<file path="config.mk">
export PLATFORM = sky130hd
export DESIGN_NAME = mult_err_acc
export DESIGN_NICKNAME = d
export VERILOG_FILES = /design/src/rtl/mult_err_acc.sv
export SDC_FILE = /design/constraint.sdc
export NUM_CORES = 1
export LEC_CHECK = 0
export ABC_AREA = 1
export BUFFER_PORTS_ARGS = -buffer_cell sky130_fd_sc_hd__clkbuf_2
export CORE_ASPECT_RATIO = 1.1
export CORE_MARGIN = 5
export CORE_UTILIZATION = 55
export CTS_CLUSTER_DIAMETER = 150
export DETAILED_ROUTE_END_ITERATION = 8
export GPL_ROUTABILITY_DRIVEN = 0
export HOLD_SLACK_MARGIN = 0.1
export PLACE_DENSITY = 0.75
export SLEW_MARGIN = 30
export SYNTH_ARGS = -nofsm -noshare
export SYNTH_HDL_FRONTEND = slang
export SYNTH_SLANG_ARGS = --single-unit
export TNS_END_PERCENT = 30
</file>
<file path="constraint.sdc">
create_clock -name clk -period 2.7 [get_ports clk]
set_input_delay 0.27 -clock clk [delete_from_list [all_inputs] [get_ports clk]]
set_output_delay 0.27 -clock clk [all_outputs]
set_load 0.05 [all_outputs]
</file>
<file path="src/rtl/mult_err_acc.sv">
// -----------------------------------------------------------------------------
// mult_err_acc
//
// Error-statistics collector that sits directly downstream of mult_top. It
// samples the operands fed to the approximate multiplier, forms the exact
// product internally, lines it up with the registered approximate product and
// accumulates error metrics over a run of N_SAMPLES valid samples.
//
// Parameters
//   N_SAMPLES  valid samples per run (1..65535)
//   ACC_W      width of the sum_abs_err / bias_sum accumulators (>= 33)
//   MULT_LAT   edges from x/y sampling to the matching p_approx (>= 1)
//
// Ports
//   clk          in   1      clock, all state on the rising edge
//   rst_n        in   1      asynchronous active-low reset
//   start        in   1      begin a run (honoured only in IDLE)
//   in_valid     in   1      x/y this cycle are a sample
//   x, y         in   16     multiplier operands (unsigned)
//   p_approx     in   32     approximate product from mult_top
//   busy         out  1      high in RUN and DRAIN
//   done         out  1      one-cycle pulse, results final
//   sum_abs_err  out  ACC_W  saturating sum of |p_approx - x*y|
//   max_abs_err  out  32     largest |error| in the run
//   err_count    out  16     samples with non-zero error
//   sample_cnt   out  16     samples accepted in the current/last run
//   acc_sat      out  1      sticky, sum_abs_err saturated this run
//   bias_sum     out  ACC_W  signed sum of (p_approx - x*y)
//
// Optional feature: define MERR_BIAS_EN to build the signed bias accumulator.
// Without it bias_sum is tied to zero and no bias logic is built.
// -----------------------------------------------------------------------------
module mult_err_acc #(
  parameter int unsigned N_SAMPLES = 1024,
  parameter int unsigned ACC_W     = 48,
  parameter int unsigned MULT_LAT  = 2
) (
  input  logic             clk,
  input  logic             rst_n,
  input  logic             start,
  input  logic             in_valid,
  input  logic [15:0]      x,
  input  logic [15:0]      y,
  input  logic [31:0]      p_approx,
  output logic             busy,
  output logic             done,
  output logic [ACC_W-1:0] sum_abs_err,
  output logic [31:0]      max_abs_err,
  output logic [15:0]      err_count,
  output logic [15:0]      sample_cnt,
  output logic             acc_sat,
  output logic [ACC_W-1:0] bias_sum
);

  localparam logic [1:0] ST_IDLE  = 2'd0;
  localparam logic [1:0] ST_RUN   = 2'd1;
  localparam logic [1:0] ST_DRAIN = 2'd2;
  localparam logic [1:0] ST_DONE  = 2'd3;

  localparam logic [15:0] LAST_IDX = 16'(N_SAMPLES - 1);

  logic [1:0]          state;
  logic                accept;
  logic                last_accept;
  logic                run_clear;
  logic [31:0]         prod;
  logic [31:0]         exact_pipe [MULT_LAT];
  logic [MULT_LAT-1:0] vld_pipe;
  logic [32:0]         diff;
  logic [31:0]         abs_diff;
  logic                err_vld;
  logic [31:0]         err_r;
  logic [ACC_W:0]      err_ext;
  logic [ACC_W:0]      sum_next;

  assign accept      = (state == ST_RUN) && in_valid;
  assign last_accept = accept && (sample_cnt == LAST_IDX);
  assign run_clear   = (state == ST_IDLE) && start;
  assign prod        = {16'd0, x} * {16'd0, y};

  assign busy = (state == ST_RUN) || (state == ST_DRAIN);
  assign done = (state == ST_DONE);

  // Run control. DRAIN waits until no sample is left anywhere in the
  // exact-product pipeline or the error register, so the last update has
  // landed before DONE is entered.
  always_ff @(posedge clk or negedge rst_n) begin
    if (!rst_n) begin
      state      <= ST_IDLE;
      sample_cnt <= '0;
    end else begin
      case (state)
        ST_IDLE: begin
          if (start) begin
            state      <= ST_RUN;
            sample_cnt <= '0;
          end
        end
        ST_RUN: begin
          if (accept) begin
            sample_cnt <= sample_cnt + 16'd1;
          end
          if (last_accept) begin
            state <= ST_DRAIN;
          end
        end
        ST_DRAIN: begin
          if ((vld_pipe == '0) && !err_vld) begin
            state <= ST_DONE;
          end
        end
        default: begin
          state <= ST_IDLE;
        end
      endcase
    end
  end

  // Exact product delay line. Stage 0 is loaded on the accepting edge, so
  // the last stage holds the product in the cycle before mult_top's
  // registered output for the same operands is sampled.
  always_ff @(posedge clk or negedge rst_n) begin
    if (!rst_n) begin
      vld_pipe <= '0;
      for (int i = 0; i < int'(MULT_LAT); i++) begin
        exact_pipe[i] <= '0;
      end
    end else begin
      vld_pipe[0]   <= accept;
      exact_pipe[0] <= prod;
      for (int i = 1; i < int'(MULT_LAT); i++) begin
        vld_pipe[i]   <= vld_pipe[i-1];
        exact_pipe[i] <= exact_pipe[i-1];
      end
    end
  end

  // 33-bit difference so the sign survives a full 32-bit range on both sides;
  // the magnitude always fits back into 32 bits.
  assign diff     = {1'b0, p_approx} - {1'b0, exact_pipe[MULT_LAT-1]};
  assign abs_diff = diff[32] ? (~diff[31:0] + 32'd1) : diff[31:0];

  always_ff @(posedge clk or negedge rst_n) begin
    if (!rst_n) begin
      err_vld <= 1'b0;
      err_r   <= '0;
    end else begin
      err_vld <= vld_pipe[MULT_LAT-1];
      if (vld_pipe[MULT_LAT-1]) begin
        err_r <= abs_diff;
      end
    end
  end

  // One spare carry bit detects overflow of the absolute-error sum.
  assign err_ext  = {{(ACC_W + 1 - 32){1'b0}}, err_r};
  assign sum_next = {1'b0, sum_abs_err} + err_ext;

  always_ff @(posedge clk or negedge rst_n) begin
    if (!rst_n) begin
      sum_abs_err <= '0;
      max_abs_err <= '0;
      err_count   <= '0;
      acc_sat     <= 1'b0;
    end else if (run_clear) begin
      sum_abs_err <= '0;
      max_abs_err <= '0;
      err_count   <= '0;
      acc_sat     <= 1'b0;
    end else if (err_vld) begin
      if (sum_next[ACC_W]) begin
        sum_abs_err <= '1;
        acc_sat     <= 1'b1;
      end else begin
        sum_abs_err <= sum_next[ACC_W-1:0];
      end
      if (err_r > max_abs_err) begin
        max_abs_err <= err_r;
      end
      if ((err_r != 32'd0) && (err_count != 16'hFFFF)) begin
        err_count <= err_count + 16'd1;
      end
    end
  end

`ifdef MERR_BIAS_EN
  logic [32:0]      diff_r;
  logic [ACC_W-1:0] diff_sext;
  logic [ACC_W-1:0] bias_acc;

  assign diff_sext = {{(ACC_W - 32){diff_r[32]}}, diff_r[31:0]};
  assign bias_sum  = bias_acc;

  // Signed bias accumulator, plain two's-complement wrap with no saturation.
  always_ff @(posedge clk or negedge rst_n) begin
    if (!rst_n) begin
      diff_r   <= '0;
      bias_acc <= '0;
    end else begin
      if (vld_pipe[MULT_LAT-1]) begin
        diff_r <= diff;
      end
      if (run_clear) begin
        bias_acc <= '0;
      end else if (err_vld) begin
        bias_acc <= bias_acc + diff_sext;
      end
    end
  end
`else
  assign bias_sum = '0;
`endif

endmodule

</file>
**Word-level counts from Yosys, hierarchy flattened**

Index checks and enable logic that the tools add are counted.

- Output and inout port bits: 163
- Word-level logic and storage cells: 68
- Input port bits: 68
- Bits in registers: 214

- Bitwise logic cells: 1
- Reductions and logical operators: 20
- Multiplexer cells: 20
- Multiply operators: 1
- Equality and inequality tests: 9
- Order comparisons: 1
- Add/sub/neg operators: 5

Operators by type and width:

| kind | count |
|---|---|
| two-way mux 48 bit | 3 |
| two-way mux 32 bit | 4 |
| two-way mux 16 bit | 5 |
| adder 48 x 32 -> 49 bit | 1 |
| subtractor 32 x 32 -> 33 bit | 1 |
| adder 16 x 1 -> 16 bit, second input constant | 2 |
| adder 32 x 1 -> 32 bit, second input constant | 1 |
| greater-than comparator 32 bit | 1 |
| multiplier 16 x 16 -> 32 bit | 1 |
| inverter 32 bit | 1 |
| case mux 16 bit (2 select lines) | 1 |
| nonzero test 32 bit | 1 |
| == test 16 x 10 -> 1 bit, second input constant | 1 |
| inequality test 16 bit, second input constant | 1 |
| nonzero test 2 bit | 5 |
| two-way mux 2 bit | 3 |
| inequality test 2 bit, second input constant | 3 |
| case mux 2 bit (3 select lines) | 1 |
| AND reduction 2 bit | 3 |
| AND reduction 3 bit | 2 |
| logical AND 1 bit | 5 |
| == test 2 bit, second input constant | 2 |
| logical NOT 2 bit | 2 |
| two-way mux 1 bit | 3 |
| 4 further kinds | 4 |

**Logic depth before layout (Yosys ltp)**

Gate-level depths: netlist (run 1).

- Depth after elaboration: 5
- Mapped depth: 29
- Depth with buffers taken out: 27

**Least setup slack after synthesis (run 1)**

No wires, ideal clock.

- Path type: input to register
- From: input x[0]
- To: register exact_pipe[63] (netlist name)
- Setup time: 0.128 ns
- Stages: 21
- Buffers on the path: 2
- Path slack: -2.941 ns
- Data required time: 2.572 ns
- Arrival time: 5.513 ns
- Cells stage by stage: clkbuf_1 -> clkbuf_1 -> nand2_1 -> fa_1 -> fa_1 -> inv_1 -> fa_1 -> fa_1 -> fa_1 -> inv_1 -> fa_1 -> inv_1 -> ha_1 -> nand2_1 -> nor4_1 -> nand4_1 -> nand3_1 -> nand2_1 -> o211ai_1 -> a21oi_1 -> xor2_1

- Longest elaborated chain between the ends: 1

RTL lines:

| what | line | text |
|---|---|---|
| start: declaration | 42 | `input logic [15:0] x,` |
| multiplier 16 x 16 -> 32 bit | 79 | `assign prod = {16'd0, x} * {16'd0, y};` |
| named net prod[31] | 66 | `logic [31:0] prod;` |
| end signal: indexed assignment | 133 | `exact_pipe[i] <= exact_pipe[i-1];` |
| end: declaration | 67 | `logic [31:0] exact_pipe [MULT_LAT];` |

The timed path passes the listed nets, and every way through them passes these cells.
A chain may end at the register's enable or synchronous reset.

**Worst setup path in the final report (run 1)**

- From: input x[9]
- To: register exact_pipe[59] (netlist name)

The elaborated chain is that of the path after synthesis.

==> results of run 1 <==
how the worst max path moves through the flow:
| stage | cells after the start | startpoint | end | slack [ns] |
|---|---|---|---|---|
| after floorplan | 23 | y[4] | exact_pipe[61]$_DFF_PN0_ | -2.40 |
| after global placement | 21 | x[10] | exact_pipe[63]$_DFF_PN0_ | -2.68 |
| after detailed placement | 24 | x[7] | exact_pipe[60]$_DFF_PN0_ | -2.75 |
| after CTS | 23 | y[5] | exact_pipe[61]$_DFF_PN0_ | -2.00 |
| after global routing | 23 | x[9] | exact_pipe[59]$_DFF_PN0_ | -2.43 |
| final | 23 | x[9] | exact_pipe[59]$_DFF_PN0_ | -2.28 |
critical path, stage by stage:
cell and delay (ns):
clkbuf_16 0.12, buf_12 0.10, buf_8 0.10, nand2_4 0.04, fa_1 0.47, inv_1 0.05, fa_1 0.47, fa_1 0.51
fa_1 0.43, fa_1 0.60, inv_1 0.07, fa_1 0.49, inv_2 0.05, ha_4 0.30, nand2_8 0.07, buf_6 0.12
nor4_4 0.28, nand4_1 0.22, nand3_2 0.17, nand2_2 0.05, o211ai_1 0.13, buf_4 0.16, xor2_1 0.15
kinds of logic after synthesis:
family,count (synthesis),share of synthesized area
buf+inv,874,0.1455
simple gates,1366,0.2403
compound gates,391,0.09278
other cells,1,0.0001568
flops,214,0.2240
xor+xnor,68,0.02491
fa+ha+maj,403,0.2724
registers in the layout, indices dropped and copies added, names as in the netlist:
register     flops
err_vld          1
acc_sat          1
max_abs_err     32
exact_pipe      64
sample_cnt      16
err_r           32
err_count       16
state            2
vld_pipe         2
sum_abs_err     48
metal layers:
metal,track usage,up-vias,share of wire
li1,-,10940,-
met1,0.3447,10760,0.37
met2,0.4967,911,0.50
met3,0.02718,254,0.061
met4,0.1320,0,0.064
met5,0,-,0
area by class of cell:
class                   count  area, um^2
flip-flops and latches    214        5355
inverters                 728        2733
clock buffers              29       618.1
repair buffers            478        3951
well taps                 574       718.2
diodes                      1       2.502
multi-input cells        2276       16690
fillers                  3443       13020
clock inverters            11       155.1
timing repair:
item                       in CTS  in global routing
resized for setup             162                264
pin swaps                     101                130
setup endpoints to repair      68                128
buffers inserted               16                 46
hold endpoints to repair       87                  0
hold buffers                    2                  0
cloned                          5                  3
layout by cell type, fill, tap and decap left out, drive strengths merged, types with 5 or more instances in the layout:
| cell | Yosys | routed |
|---|---|---|
| a22oi | 8 | 8 |
| nor3 | 37 | 37 |
| or2 | 6 | 6 |
| a21oi | 158 | 158 |
| buf | 60 | 303 |
| a21boi | 5 | 5 |
| o31ai | 6 | 6 |
| xor2 | 43 | 43 |
| nand3 | 171 | 171 |
| nand4 | 32 | 32 |
| o211ai | 15 | 15 |
| clkbuf | 86 | 202 |
| nand3b | 11 | 11 |
| o21bai | 11 | 11 |
| a31oi | 12 | 12 |
| o21ai | 146 | 146 |
| fa | 196 | 196 |
| clkinv | 0 | 6 |
| ha | 207 | 207 |
| conb | 1 | 48 |
| inv | 728 | 730 |
| xnor2 | 25 | 25 |
| dfrtp | 214 | 214 |
| nor2 | 196 | 196 |
| a21o | 11 | 11 |
| o21a | 9 | 9 |
| nor4 | 18 | 18 |
| nand2 | 893 | 893 |
Yosys cell counts (all sizes together), types with 3 or more instances:
| cell | instances |
|---|---|
| xor2 | 43 |
| nand3b | 11 |
| nand3 | 171 |
| a31oi | 12 |
| xnor2 | 25 |
| clkbuf | 86 |
| ha | 207 |
| o21ai | 146 |
| nor3 | 37 |
| o21a | 9 |
| o221ai | 3 |
| a21o | 11 |
| inv | 728 |
| o21bai | 11 |
| dfrtp | 214 |
| nand2 | 893 |
| o211ai | 15 |
| fa | 196 |
| buf | 60 |
| a21oi | 158 |
| a21boi | 5 |
| nand4 | 32 |
| or2 | 6 |
| a22oi | 8 |
| o31ai | 6 |
| nor4 | 18 |
| nor2 | 196 |
per-stage QoR:
stage / utilization / instance area (um^2) / instances / TNS, ns
after floorplan: - / 24930 / 3364 / -53.08
after global placement: 0.6288 / 27190 / 4205 / -64.53
after detailed placement: 0.6288 / 27190 / 4205 / -67.11
after CTS: 0.6685 / 28910 / 4265 / -45.05
after global routing: 0.6989 / 30220 / 4310 / -60.89
final: 0.6989 / 30220 / 4311 / -47.22
==> results.py, run 1 <==
metrics = {
    "logic_synthesis": {
        "synth_top_area_share": 0.2240,
        "yosys_warnings": 0,
        "yosysUniqueCellTypes": 54,
        "synth_area_leaders": "dfrtp_1, fa_1, nand2_1",
        "ys_ff_latch": 214,
        "postSynth.asyncResetShare": 1.000,
        "synth_top_area_cell": "dfrtp_1",
        "synth_area_um2": 23910,
        "syn_inst": 3317,
        "synth_edf_count": 0,
        "avgSynthCellArea_um2": 7.208,
        "synth_flop_cell": "dfrtp_1",
        "yosysSeqAreaShare": 0.2240,
    },
    "floorplanning": {
        "initial_core_util": 0.5530,
        "rows": 80,
        "ioPinCount": 231,
        "core_um2": 43240,
        "die_x_um": 208.8,
        "die_area_um2": 47750,
        "die_y_um": 228.7,
    },
    "routing": {
        "drcViolationCount": 0,
        "routed_wl_mm": 72.06,
        "via_per_inst": 5.305,
        "initialDrtViolationCount": 1630,
        "wl_per_cell_um": 16.72,
        "drtAntennaViolNets": 0,
        "firstDrtPassIters": 6,
        "vias": 22870,
    },
    "clock_network": {
        "cts_root_buffer": "clkbuf_16",
        "cts.path.max_buffers": 3,
        "cts.clk_slew.worst_paths_ns": 0.06,
        "cts_buffers": 23,
        "cts_tree": "built",
        "clock_latency_ns": 0.54,
        "ctsHtreeMaxLevel": 1,
        "clock-sinks": 214,
    },
    "setup_path": {
        "crit_fanout": 4,
        "r2r_setup_slack_ns": -0.05,
        "r2r_cells": 16,
        "start_kind": "input pin",
        "reg2reg_from": "sum_abs_err[0]$_DFFE_PN0P_",
        "critPathCaptureType": "flop",
        "r2r-end": "sum_abs_err[17]$_DFFE_PN0P_",
        "crit_arrival_ns": 5.44,
        "required_ns": 3.15,
        "path_class": "input pin to flop",
    },
    "min_path": {
        "hp-start": "start",
        "hold_class": "input pin to flop",
        "hold-path-cell-count": 4,
        "whs_endpoint": "sample_cnt[1]$_DFFE_PN0P_",
    },
    "sta": {
        "final-max-slew-violation-count": 0,
        "holdWs_ns": 0.2026,
        "hold_violations": 0,
        "period_needed_ns": 4.985,
        "fin_crit_sh": 1.846,
        "setup_slack_ns": -2.285,
        "worstMarginPinSlew_ns": 0.6918,
        "slew_headroom": 0.5388,
        "skew_ns": 0.01945,
        "setup_violations": 46,
        "rsz0062_at_grt": "true",
        "timing.fmax_mhz": 200.6,
    },
    "place": {
        "hpwl_mm": 54.51,
        "preCtsSetupSlack_ns": -2.751,
        "io_buffer_count": 182,
    },
    "finish": {
        "nets": 4192,
        "area_growth_pct": 26.40,
        "drive_gt1_frac": 0.2329,
    },
    "outcome": {
        "status": "complete, but fails checks",
        "violations": "setup timing",
    },
    "global_route": {
        "globalRouteOverflowTotal": 0,
        "grt_usage": 0.2805,
        "grt_max_degree": 92,
        "grt_pass1_wl_mm": 110.8,
        "grt_antenna_before_repair": 0,
        "grt_pass1_vias": 22290,
    },
    "flow_run": {
        "cap_viol_max_count": 0,
    },
}
Power of run 1 is left out: the tool's default activity adds up to more than one toggle a clock period on the data nets, which glitch-free logic cannot reach.
==> inputs of run 2 (changes only) <==
CELL_PAD_IN_SITES_DETAIL_PLACEMENT = 0   (was default)
CELL_PAD_IN_SITES_GLOBAL_PLACEMENT = 1   (was default)
CORE_UTILIZATION = 45   (was 55)
PLACE_DENSITY = default   (was 0.75)
PLACE_DENSITY_LB_ADDON = 0.1   (was default)
==> run 2 against run 1 <==
Net effect: the run still ends with setup timing left; worst setup slack better by 0.30 ns; cell area is 0.63% higher; highest routed layer is now met5; critical path depth decreased by 3; non-clock buffer count up 15; flip-flop and latch count did not move; global-route usage decreased by 4.4 points; die area grew 21%; sequential share of layout area down 0.11 points; register-to-register slack about the same; hold slack worse by 0.0048 ns; count of clock-buffer cells in the layout increased by 1.
==> results.py, run 2 (synthesis results as in run 1) <==
metrics = {
    "place": {
        "hpwl_mm": 58.25,
        "preCtsSetupSlack_ns": -2.875,
        "io_buffer_count": 182,
        "dp.cells": 4332,
    },
    "setup_path": {
        "cp_cell_sequence": "clkbuf_16 -> nand2_2 -> inv_2 -> fa_1 -> fa_1 -> fa_1 -> fa_1 -> fa_1 -> inv_2 -> fa_1 -> inv_2 -> ha_4 -> nand2_4 -> nor4_4 -> nand4_1 -> nand3_2 -> nand2_1 -> o211ai_1 -> a21oi_1 -> xor2_1",
        "slowest_delay_ns": 0.61,
        "crit_slowest_cell": "fa_1",
        "path_buf_inv": 4,
        "crit_fanout": 12,
        "crit_top_cell": "fa_1",
        "path_class": "input pin to flop",
        "critPathCaptureType": "flop",
        "start_kind": "input pin",
        "crit_path_start": "x[6]",
        "required_ns": 3.12,
        "crit_arrival_ns": 5.10,
        "reg2reg_from": "err_r[0]$_DFFE_PN0P_",
        "crit_family": "adder cells",
    },
    "clock_network": {
        "cts.path.max_buffers": 3,
        "cts_buffers": 23,
        "clock_latency_ns": 0.54,
        "clock-sinks": 214,
        "cts_root_buffer": "clkbuf_16",
        "cts_tree": "built",
        "ctsHtreeMaxLevel": 1,
        "cts.clk_slew.worst_paths_ns": 0.06,
    },
    "finish": {
        "final_cell_mix": "nand2_1, inv_1, buf_4",
        "largest_reg_flops": 64,
        "nets": 4207,
        "layout_commonest_cell": "nand2_1",
        "largest_register": "exact_pipe",
        "drive_gt1_frac": 0.2350,
        "instances_no_fill": 4430,
        "area_growth_pct": 27.20,
        "largestRegisters": "exact_pipe: 64 flops, sum_abs_err: 48 flops",
    },
    "global_route": {
        "grt_pass1_wl_mm": 112.9,
        "grt_antenna_before_repair": 4,
        "globalRouteOverflowTotal": 0,
        "grt_pass1_vias": 22540,
        "grt_usage": 0.2361,
        "grt_max_degree": 76,
    },
    "routing": {
        "vias": 22210,
        "initialDrtViolationCount": 938,
        "routed_wl_mm": 71.17,
        "drcViolationCount": 0,
        "wl_per_cell_um": 16.07,
        "firstDrtPassIters": 6,
        "drtAntennaViolNets": 0,
        "via_per_inst": 5.013,
    },
    "min_path": {
        "hold_class": "input pin to async pin",
    },
    "outcome": {
        "violations": "setup timing",
        "status": "complete, but fails checks",
    },
    "sta": {
        "period_needed_ns": 4.688,
        "setup_slack_ns": -1.988,
        "slew_headroom": 0.6299,
        "rsz0062_at_grt": "true",
        "setup_violations": 69,
        "skew_ns": 0.02215,
        "hold_violations": 0,
        "final-max-slew-violation-count": 0,
        "timing.fmax_mhz": 213.3,
        "fin_crit_sh": 1.736,
        "worstMarginPinSlew_ns": 0.5552,
    },
    "floorplanning": {
        "die_x_um": 229.8,
        "core_um2": 52520,
        "ioPinCount": 231,
        "initial_core_util": 0.4553,
        "die_y_um": 251.8,
        "die_area_um2": 57850,
        "rows": 88,
    },
    "flow_run": {
        "cap_viol_max_count": 0,
    },
}
[run 2: cell types whose count changed in the layout (fill, tap and decap cells not counted), sizes merged]
cell	before	now
diode	1	2
clkbuf	202	207
clkinv	6	3
buf	303	314
clkinvlp	0	1
bufinv	3	6
[run 2: routing by layer]
metal  share of wire  global-route usage
met5         0.00035                   0
met4           0.050             0.09207
met3           0.034             0.01868
met2            0.54              0.4603
met1            0.38              0.2664
[run 2: what timing repair did]
| action | CTS | global route |
|---|---|---|
| gates cloned | 1 | 6 |
| gates resized for setup | 165 | 255 |
| endpoints found under the hold margin | 170 | 0 |
| setup buffers | 22 | 30 |
| setup endpoints to repair | 59 | 108 |
| pin swaps | 82 | 127 |
| hold buffers | 2 | 0 |
[run 2: path summary, 6_finish.rpt]
kind | to | slack (ns) | cells past startpoint
max | exact_pipe[61]$_DFF_PN0_ | -1.99 | 20
min | sum_abs_err[6]$_DFFE_PN0P_ | 0.20 | 2
max reg2reg | sum_abs_err[1]$_DFFE_PN0P_ | -0.06 | 15
min reg2reg | exact_pipe[2]$_DFF_PN0_ | 0.34 | 0
max in group asynchronous | exact_pipe[60]$_DFF_PN0_ | 1.60 | 3
min in group clk | err_r[0]$_DFFE_PN0P_ | 0.20 | 4
[run 2: final cells by class]
type / instances / area (um^2)
inverter: 728 / 2733
clock inverter: 12 / 224.0
antenna: 2 / 5.005
tap: 675 / 844.6
multi-input combinational: 2276 / 16630
fill: 4901 / 22110
timing repair buffer: 493 / 3999
sequential: 214 / 5355
clock buffer: 30 / 621.8
[run 2: through the flow]
| step | setup TNS (ns) | cell area, um^2 | hold slack, ns | util |
|---|---|---|---|---|
| after global routing | -57.35 | 30410 | 0.2235 | 0.5790 |
| after global placement | -63.79 | 27550 | 0.1653 | 0.5246 |
| after detailed placement | -66.47 | 27550 | 0.1665 | 0.5246 |
| after CTS | -42.62 | 29350 | 0.1740 | 0.5589 |
| final | -43.59 | 30410 | 0.1977 | 0.5791 |
| after floorplan | -53.08 | 24930 | -0.02559 | - |
Power of run 2 is left out for the same reason.
